--- src/rtl/cla_add_sequencer.sv ---
// -----------------------------------------------------------------------------
// cla_add_sequencer
//   Drives one shared 4-bit carry-lookahead adder slice over a WIDTH-bit add or
//   subtract, one nibble per clock, LSB nibble first. The carry between nibbles
//   is chained through a register. Subtraction is A + ~B + 1: B is inverted when
//   latched and the first carry-in is 1.
//
// Ports
//   clk, reset            rising-edge clock, asynchronous active-high reset
//   start, sub            request (sampled only while idle) and add/sub select
//   op_a, op_b            operands, latched with start
//   busy, done            sequence in progress / one-cycle result-valid pulse
//   result                registered sum/difference, held until the next done
//   carry, overflow, zero flags, updated together with result
//   nib_a, nib_b, nib_cin operands presented to the external adder slice
//   nib_sum, nib_cout     combinational response of the adder slice
// -----------------------------------------------------------------------------
module cla_add_sequencer #(
  parameter int WIDTH = 8
) (
  input  logic             clk,
  input  logic             reset,
  input  logic             start,
  input  logic             sub,
  input  logic [WIDTH-1:0] op_a,
  input  logic [WIDTH-1:0] op_b,
  output logic             busy,
  output logic             done,
  output logic [WIDTH-1:0] result,
  output logic             carry,
  output logic             overflow,
  output logic             zero,
  output logic [3:0]       nib_a,
  output logic [3:0]       nib_b,
  output logic             nib_cin,
  input  logic [3:0]       nib_sum,
  input  logic             nib_cout
);

  localparam int N  = WIDTH / 4;
  localparam int IW = (N > 1) ? $clog2(N) : 1;

  typedef enum logic [1:0] {
    IDLE = 2'd0,
    RUN  = 2'd1,
    DONE = 2'd2
  } state_t;

  state_t           state_r;
  state_t           state_nxt_s;
  logic [WIDTH-1:0] a_r;
  logic [WIDTH-1:0] bx_r;
  logic             cy_r;
  logic [IW-1:0]    idx_r;
  logic [WIDTH-1:0] acc_r;
  logic [WIDTH-1:0] result_r;
  logic             carry_r;
  logic             overflow_r;
  logic             zero_r;
  logic             busy_r;
  logic             done_r;
  logic             last_s;
  logic [WIDTH-1:0] merged_s;

  assign last_s = (state_r == RUN) && (idx_r == IW'(N - 1));

  // Working accumulator with the current slice sum already merged in, so the
  // final nibble is visible to the flag logic on the same edge it is captured.
  always_comb begin
    merged_s = acc_r;
    if (state_r == RUN) begin
      merged_s[4*idx_r +: 4] = nib_sum;
    end else begin
      merged_s = acc_r;
    end
  end

  // Adder slice operands: only driven during RUN, quiet otherwise.
  always_comb begin
    nib_a   = 4'h0;
    nib_b   = 4'h0;
    nib_cin = 1'b0;
    case (state_r)
      RUN: begin
        nib_a   = a_r[4*idx_r +: 4];
        nib_b   = bx_r[4*idx_r +: 4];
        nib_cin = cy_r;
      end
      default: begin
        nib_a   = 4'h0;
        nib_b   = 4'h0;
        nib_cin = 1'b0;
      end
    endcase
  end

  // Next-state decode.
  always_comb begin
    state_nxt_s = state_r;
    case (state_r)
      IDLE: begin
        if (start) begin
          state_nxt_s = RUN;
        end else begin
          state_nxt_s = IDLE;
        end
      end
      RUN: begin
        if (last_s) begin
          state_nxt_s = DONE;
        end else begin
          state_nxt_s = RUN;
        end
      end
      DONE:    state_nxt_s = IDLE;
      default: state_nxt_s = IDLE;
    endcase
  end

  // State register.
  always_ff @(posedge clk or posedge reset) begin
    if (reset) begin
      state_r <= IDLE;
    end else begin
      state_r <= state_nxt_s;
    end
  end

  // busy/done registered from the next state so they line up with state_r.
  always_ff @(posedge clk or posedge reset) begin
    if (reset) begin
      busy_r <= 1'b0;
      done_r <= 1'b0;
    end else begin
      busy_r <= (state_nxt_s != IDLE);
      done_r <= (state_nxt_s == DONE);
    end
  end

  // Operand latch, nibble walk and result/flag capture.
  always_ff @(posedge clk or posedge reset) begin
    if (reset) begin
      a_r        <= {WIDTH{1'b0}};
      bx_r       <= {WIDTH{1'b0}};
      cy_r       <= 1'b0;
      idx_r      <= {IW{1'b0}};
      acc_r      <= {WIDTH{1'b0}};
      result_r   <= {WIDTH{1'b0}};
      carry_r    <= 1'b0;
      overflow_r <= 1'b0;
      zero_r     <= 1'b0;
    end else begin
      case (state_r)
        IDLE: begin
          if (start) begin
            a_r   <= op_a;
            bx_r  <= op_b ^ {WIDTH{sub}};
            cy_r  <= sub;
            idx_r <= {IW{1'b0}};
            acc_r <= {WIDTH{1'b0}};
          end
        end
        RUN: begin
          acc_r <= merged_s;
          cy_r  <= nib_cout;
          idx_r <= idx_r + {{(IW-1){1'b0}}, 1'b1};
          // Flags compare the latched sign bits, so B is taken post-inversion.
          if (last_s) begin
            result_r   <= merged_s;
            carry_r    <= nib_cout;
            zero_r     <= (merged_s == {WIDTH{1'b0}});
            overflow_r <= (a_r[WIDTH-1] == bx_r[WIDTH-1]) &&
                          (merged_s[WIDTH-1] != a_r[WIDTH-1]);
          end
        end
        default: begin
          cy_r <= cy_r;
        end
      endcase
    end
  end

  assign busy     = busy_r;
  assign done     = done_r;
  assign result   = result_r;
  assign carry    = carry_r;
  assign overflow = overflow_r;
  assign zero     = zero_r;

endmodule

--- config.mk ---
export PLATFORM = sky130hd
export DESIGN_NAME = cla_add_sequencer
export DESIGN_NICKNAME = d
export VERILOG_FILES = /design/src/rtl/cla_add_sequencer.sv
export SDC_FILE = /design/constraint.sdc
export NUM_CORES = 1
export LEC_CHECK = 0
export ABC_AREA = 1
export CAP_MARGIN = 30
export CORE_AREA = 2 2 84 86
export CTS_CLUSTER_DIAMETER = 40
export CTS_CLUSTER_SIZE = 30
export DETAILED_ROUTE_END_ITERATION = 12
export DIE_AREA = 0 0 86 88
export PLACE_DENSITY_LB_ADDON = 0.15
export SYNTH_ARGS = -nofsm -noshare
export SYNTH_HDL_FRONTEND = slang
export SYNTH_SLANG_ARGS = --single-unit
--- constraint.sdc ---
create_clock -name clk -period 1.4 [get_ports clk]
set_input_delay 0.35 -clock clk [delete_from_list [all_inputs] [get_ports clk]]
set_output_delay 0.35 -clock clk [all_outputs]
set_load 0.01 [all_outputs]
; Word-level counts from Yosys, hierarchy flattened
; Index checks and enable logic that the tools add are counted.
[word_totals]
register_bits = 41
input_bits = 25
out_inout_bits = 22
word_cells = 47
[op_classes]
n_addsub = 2
n_eq_ne = 5
shifts = 4
mux = 14
bitwise = 1
reduce_logical = 9
[ops]
columns = cell, count
row1 = $neg A3 Y34, 1
row2 = $shift A4 B34 Y8 const A, 1
row3 = $shiftx A4 B34 Y8, 1
row4 = $mux W8, 2
row5 = $pmux W8 S2, 1
row6 = $shiftx A8 B4 Y4, 2
row7 = $bwmux W8, 1
row8 = $logic_not A8 Y1, 1
row9 = $mux W4, 2
row10 = $xor A8 B8 Y8, 1
row11 = $reduce_and A2 Y1, 3
row12 = $mux W1, 4
row13 = $pmux W1 S2, 2
row14 = $pmux W2 S2, 1
row15 = $reduce_bool A2 Y1, 2
row16 = $eq A2 B1 Y1 const B, 1
row17 = $eq A2 B2 Y1 const B, 1
row18 = $logic_and A1 B1 Y1, 2
row19 = $logic_not A2 Y1, 1
row20 = $mux W2, 1
row21 = $ne A2 B2 Y1 const B, 1
row22 = $add A1 B1 Y1 const B, 1
row23 = $eq A1 B1 Y1, 1
row24 = $ne A1 B1 Y1, 1

; Depth between registers and ports, before layout
; Gate-level depths: netlist of the first run.
[logic_depth]
ltp_word = 6
depth_mapped = 8
depth_no_buf = 8

; Least setup slack after synthesis of the first run
; Ideal clock, no wire load.
[synth_timing]
kind = reg-to-output
start = register state_r[1]
end = output port nib_a[0]
arrival_time_ns = 1.197
slack_ns = -0.147
stages_incl_launch_ff = 6
path_buffers = 2
path_cell_list = dfrtp_1 > inv_1 > nand3_2 > clkbuf_8 > buf_6 > o22ai_1
[synth_via]
elab_chain_cells = 2
[synth_rtl]
columns = item, line_no
row1 = from (decl), 49  ; state_t state_r;
row2 = from (signal assigned), 125  ; state_r <= state_nxt_s;
row3 = $eq A2 B1 Y1, 83  ; case (state_r)
row4 = $mux W4, 83
row5 = to (decl), 33  ; output logic [3:0] nib_a,
; Every way passes these cells.

; Worst setup path after layout of the first run
[layout_timing]
start = register state_r[1]
end = output port nib_a[3]
; The elaborated chain is that of the path after synthesis.

==> results.py, run 1 <==
metrics = {
    "floorplan": {
        "dieArea_sq_um": 7570,
        "start_util_pct": 28.9,
        "rows": 30,
        "die-height_um": 88,
        "core_area_sq_um": 6640,
        "io_pins": 47,
        "die_w_um": 86,
    },
    "power": {
        "power.density_nw_per_um2": 2110,
        "pwr-share-comb_pct": 54.8,
        "p_seq_share_pct": 33.5,
        "leakagePower_nw": 1.41,
        "irDropWorstVdd_mv": 0.740,
        "p_switching_mw": 2.41,
        "swShare_pct": 39.8,
        "internal_power_mw": 3.65,
        "clockPowerShare_pct": 11.7,
    },
    "synth": {
        "synth_top_area_cell": "dfrtp_1",
        "yosysTopAreaCellShare_pct": 53.4,
        "synth_edf_count": 0,
        "yosys.cell_types.count": 24,
        "syn_area_sq_um": 1920,
        "ys_ff_latch": 41,
        "syn-num-nets": 253,
        "synth_common_cells": "nand2_1, dfrtp_1, o21ai_0",
        "synthFlopType": "dfrtp_1",
        "avgSynthCellArea_sq_um": 8.43,
        "syn_inst": 228,
        "ys_seq_area_share_pct": 53.4,
        "synth.most_common_cell": "nand2_1",
        "ys_top_cells_by_area": "dfrtp_1, nand2_1, o21ai_0",
        "async_reset_ff_share_pct": 100,
        "synth_warnings": 0,
    },
    "cts": {
        "holdBufCountCts": 0,
        "cts_made_buffers": 5,
        "path_clk_slew_ns": 0.08,
        "clockBufferDepth": 2,
        "h-tree-depth": 2,
        "clockRootBuffer": "clkbuf_8",
        "clk_latency_ns": 0.29,
        "cts_tree": "done",
        "cts.sinks": 41,
    },
    "worst_setup_path": {
        "cp-start-kind": "register",
        "worstSetupEndpointType": "output pin",
        "worstPathMaxFanout": 2,
        "arrival_ns": 1.23,
        "worst-setup-path-type": "register to output pin",
        "cp_data_required_time_ns": 1.05,
    },
    "sta": {
        "fin_crit_ns": 1.58,
        "setup_viol_count_final": 9,
        "period_share_pct": 113,
        "report.final.slew_viol_count": 0,
        "tightest_slew_ns": 0.225,
        "fmax_mhz": 633,
        "rsz0062_at_grt": "yes",
        "setup_ws_ns": -0.181,
        "fin_worst_skew_ns": 0.00791,
        "hold_violations": 0,
        "slew_headroom_pct": 85.0,
    },
    "grt": {
        "grt_max_degree": 42,
        "grt_pass1_vias": 1703,
        "grt_pass1_wl_mm": 8.08,
        "grt.total_usage_pct": 13.9,
        "grt_overflow": 0,
        "antenna_found_initial": 0,
    },
    "detailed_routing": {
        "ant_nets": 0,
        "routedWlPerCell_um": 12.0,
        "drt-vias-per-instance": 4.39,
        "drt_iter0_markers": 49,
        "drc": 0,
        "wirelength_mm": 4.61,
        "vias": 1684,
        "drt_pass1_iterations": 4,
    },
    "finish": {
        "fin_util_pct": 43.2,
        "n_fill_cell": 686,
        "area.growth.synth_to_final_pct": 49.2,
        "fin_nets": 330,
        "instances_no_fill": 384,
        "layout-drive-gt1-share_pct": 26.0,
        "multi_input_area_sq_um": 838,
        "num_antenna_cells": 0,
        "regArea_sq_um": 1030,
    },
    "status": {
        "outcome": "complete, but fails checks",
        "violations": "negative setup slack",
    },
    "place": {
        "placement.io_buffers": 46,
        "dp_hpwl_mm": 3.31,
        "gp_congestion": 0.770,
        "dp_cells": 374,
    },
    "worst_hold_path": {
        "hold_class": "input pin to async pin",
    },
    "job": {
        "max_cap_violations": 0,
    },
}
-- final cells by class --
class,instances,area share [%]
clock buffers,5,2.40
multi-input cells,156,29.2
inverters,21,2.83
well taps,80,3.49
flip-flops and latches,41,35.8
clock inverters,1,0.174
repair buffers,80,26.0
-- final timing paths --
check                           start          to  slack [ns]  cells past startpoint
min in group clk            result[6]   result[6]        0.47                      2
max reg2reg                state_r[0]        busy        0.05                      7
max                        state_r[1]    nib_a[3]       -0.18                      5
min                             reset        done        0.41                      3
min reg2reg                 result[6]   result[6]        0.47                      2
max in group asynchronous       reset  state_r[0]        0.78                      3
-- worst max-delay path, cell delays in order (launching register included) --
cell,delay [ns]
dfrtp_1,0.39
buf_4,0.15
nor2_4,0.12
nand3_2,0.08
o21ai_2,0.06
buf_2,0.14
-- state kept, by name, summed over array words and instances, names as in the netlist --
register,cells
done,1
state_r,2
overflow,1
bx_r,8
result,8
zero,1
busy,1
cy_r,1
acc_r,8
a_r,8
carry,1
idx_r,1
-- layer usage --
| metal | global-route usage [%] | share of wire (%) | wire length (um) |
|---|---|---|---|
| met1 | 17.6 | 46 | 2120 |
| met2 | 22.8 | 47 | 2170 |
| met3 | 3.49 | 4.8 | 223 |
| met4 | 5.48 | 2.1 | 98 |
| met5 | 0 | 0 | 0 |
-- power groups by stage --
stage / sequential (mW) / clock [mW] / combinational, mW
after floorplan: 2.07 / 0 / 1.59
after global placement: 2.02 / 0 / 3.10
after detailed placement: 2.03 / 0 / 3.10
after CTS: 2.03 / 0.753 / 3.14
after global routing: 2.10 / 0.804 / 3.71
final: 2.03 / 0.711 / 3.32
-- placed cells by master, fill, tap and decap left out, types with 2 or more instances in the layout --
| cell type | count |
|---|---|
| a21oi_1 | 2 |
| a21oi_2 | 7 |
| buf_12 | 4 |
| buf_2 | 7 |
| buf_4 | 23 |
| buf_6 | 8 |
| clkbuf_8 | 5 |
| clkdlybuf4s50_1 | 24 |
| dfrtp_1 | 39 |
| dfrtp_2 | 2 |
| dlygate4sd2_1 | 13 |
| inv_1 | 16 |
| inv_2 | 4 |
| nand2_1 | 82 |
| nand2_2 | 3 |
| nand3_1 | 4 |
| nand3_2 | 2 |
| nand3_4 | 2 |
| nand4_1 | 2 |
| nor2_1 | 4 |
| nor2_4 | 2 |
| o21ai_0 | 16 |
| o21ai_1 | 11 |
| o21ai_2 | 4 |
| xnor2_1 | 8 |
-- through the flow --
stage	setup WS (ns)	setup TNS [ns]	power (mW)	hold slack [ns]	cell area [sq um]
final	-0.181	-1.48	6.06	0.410	2870
after detailed placement	-0.363	-4.36	5.13	0.466	2680
after CTS	-0.193	-1.64	5.93	0.414	2800
after global routing	-0.262	-2.32	6.62	0.469	2870
after floorplan	-0.0134	-0.0193	3.67	0.449	1940
after global placement	-0.342	-4.92	5.11	0.463	2680
-- cell families after synthesis --
kind of cell	synth area share [%]
mux	0.781
compound gates	12.0
buf+inv	8.26
simple gates	22.0
flops	53.4
xor+xnor	3.64
-- timing repair --
action / in CTS / in global routing
setup buffers: 5 / 1
resized for setup: 72 / 24
endpoints found under the setup margin: 24 / 33
pin swaps: 2 / 2
Note: power is estimated with default switching activity, not from simulation.
==> run 2, diff against run 1 <==
- CTS_CLUSTER_SIZE: 30 -> 40
- PLACE_DENSITY_LB_ADDON: 0.15 -> 0.2
==> run 2 against run 1 <==
- the flow still finishes with violations (negative setup slack)
- sequential power about the same
- die area did not move
- routed wire length up 1.7%
- register-to-register slack barely moved
- power shrank 0.97%
- flip-flop and latch count unchanged
- combinational power down 5%
- global-route usage is 0.15 points lower
- critical path depth unchanged
- final cell count down 0.26%
- critical endpoint is now nib_a[0]
- via count increased by 0.12%
==> results.py, run 2 (same netlist as run 1, synthesis figures left out) <==
metrics = {
    "floorplan": {
        "dieArea_sq_um": 7570,
        "die-height_um": 88,
        "io_pins": 47,
        "start_util_pct": 28.9,
        "die_w_um": 86,
        "core_area_sq_um": 6640,
        "rows": 30,
    },
    "cts": {
        "cts.sinks": 41,
        "path_clk_slew_ns": 0.08,
        "clockRootBuffer": "clkbuf_8",
        "clockBufferDepth": 2,
        "cts_made_buffers": 5,
        "cts_tree": "done",
        "clk_latency_ns": 0.29,
        "holdBufCountCts": 0,
        "h-tree-depth": 2,
    },
    "finish": {
        "area.growth.synth_to_final_pct": 47.8,
        "num_antenna_cells": 0,
        "instances_no_fill": 383,
        "final_common_cell": "nand2_1",
        "fin_nets": 328,
        "layout-drive-gt1-share_pct": 22.8,
        "final_cell_mix": "nand2_1, dfrtp_1, buf_4",
        "postLayoutCellArea_sq_um": 2840,
    },
    "worst_setup_path": {
        "max_stage_delay_ns": 0.40,
        "worstSetupEndpointType": "output pin",
        "r2r_slack_ns": 0.04,
        "crit_family": "flip-flops",
        "reg2reg_depth": 5,
        "worstPathMaxFanout": 4,
        "cp_slowest_cell": "dfrtp_1",
        "crit_chain": "buf_4 > buf_6 > nand3_4 > o22ai_4 > buf_6",
        "timing.rr.start": "idx_r",
        "worst-setup-path-type": "register to output pin",
        "cp-start-kind": "register",
        "cp_data_required_time_ns": 1.05,
        "cp_num_buf_inv": 3,
        "r2r_end": "result[1]",
        "arrival_ns": 1.29,
        "cpMostUsedCell": "buf_6",
    },
    "sta": {
        "rsz0062_at_grt": "yes",
        "fmax_mhz": 609,
        "fin_worst_skew_ns": 0.00605,
        "setup_ws_ns": -0.243,
        "hold_violations": 0,
        "report.final.slew_viol_count": 0,
        "tightest_slew_ns": 0.265,
        "period_share_pct": 117,
        "setup_viol_count_final": 9,
        "slew_headroom_pct": 82.3,
        "tns_ns": -1.92,
        "fin_crit_ns": 1.64,
    },
    "grt": {
        "grt_pass1_wl_mm": 8.13,
        "grt_max_degree": 42,
        "grt_pass1_vias": 1680,
        "antenna_found_initial": 0,
        "grt_overflow": 0,
        "grt.total_usage_pct": 13.7,
    },
    "job": {
        "max_cap_violations": 0,
    },
    "detailed_routing": {
        "ant_nets": 0,
        "drt_pass1_iterations": 4,
        "drc": 0,
        "drt-vias-per-instance": 4.40,
        "routedWlPerCell_um": 12.3,
        "wirelength_mm": 4.69,
        "drt_iter0_markers": 111,
        "vias": 1686,
    },
    "power": {
        "leakagePower_nw": 1.41,
        "total_power_mw": 6.00,
        "irDropWorstVdd_mv": 0.818,
        "power.density_nw_per_um2": 2110,
    },
    "place": {
        "place_area_sq_um": 2680,
        "gp_congestion": 0.802,
        "dp_hpwl_mm": 3.38,
        "dp_cells": 372,
        "placement.io_buffers": 46,
        "place_ws_ns": -0.380,
    },
    "status": {
        "violations": "negative setup slack",
        "outcome": "complete, but fails checks",
    },
    "worst_hold_path": {
        "hold_class": "input pin to async pin",
    },
}
## run 2: stage by stage
stage / hold WS, ns / utilization (%)
2_1_floorplan: 0.449 / -
3_3_place_gp: 0.461 / 40.4
4_1_cts: 0.426 / 42.1
5_1_grt: 0.460 / 42.8
6_report: 0.412 / 42.8
3_5_place_dp: 0.466 / 40.4
## run 2: area by class of cell
class	count	area, sq um
repair buffers	78	731
clock buffers	7	86.3
multi-input cells	156	818
inverters	21	78.8
well taps	80	100
fillers	660	3800
flip-flops and latches	41	1030
## run 2: worst register-to-register path, cell delays in order, from the launching register on
cell and delay (ns):
dfrtp_1 0.42, buf_4 0.15, buf_6 0.11, nand3_4 0.10, buf_12 0.17, mux2_4 0.31
## run 2: worst max-delay path by stage
stage	to	cells past startpoint	slack (ns)	from
after floorplan	nib_a[0]	5	-0.01	state_r[1]
after global placement	nib_b[3]	5	-0.38	idx_r
after detailed placement	nib_b[3]	5	-0.38	idx_r
after CTS	nib_b[3]	5	-0.24	idx_r
after global routing	nib_a[2]	5	-0.32	idx_r
final	nib_a[0]	5	-0.24	idx_r
## run 2: power by group
group          total [mW]  leakage, nW  switching [mW]  internal, mW
clock               0.787       0.0443           0.396         0.392
sequential           2.05        0.515           0.322          1.72
combinational        3.16        0.852            1.65          1.52
## run 2: metal layers
metal / wire length, um / share of wire (%) / global-route usage (%)
met1: 2290 / 49 / 18.0
met2: 2130 / 45 / 22.7
met3: 233 / 5.0 / 3.58
met4: 42 / 0.89 / 3.46
met5: 0 / 0 / 0
## run 2: timing repair
item                       4_1_cts  5_1_grt
resized for setup               62       11
pin swaps                        1        3
setup buffers                    3        1
setup endpoints to repair       24       13
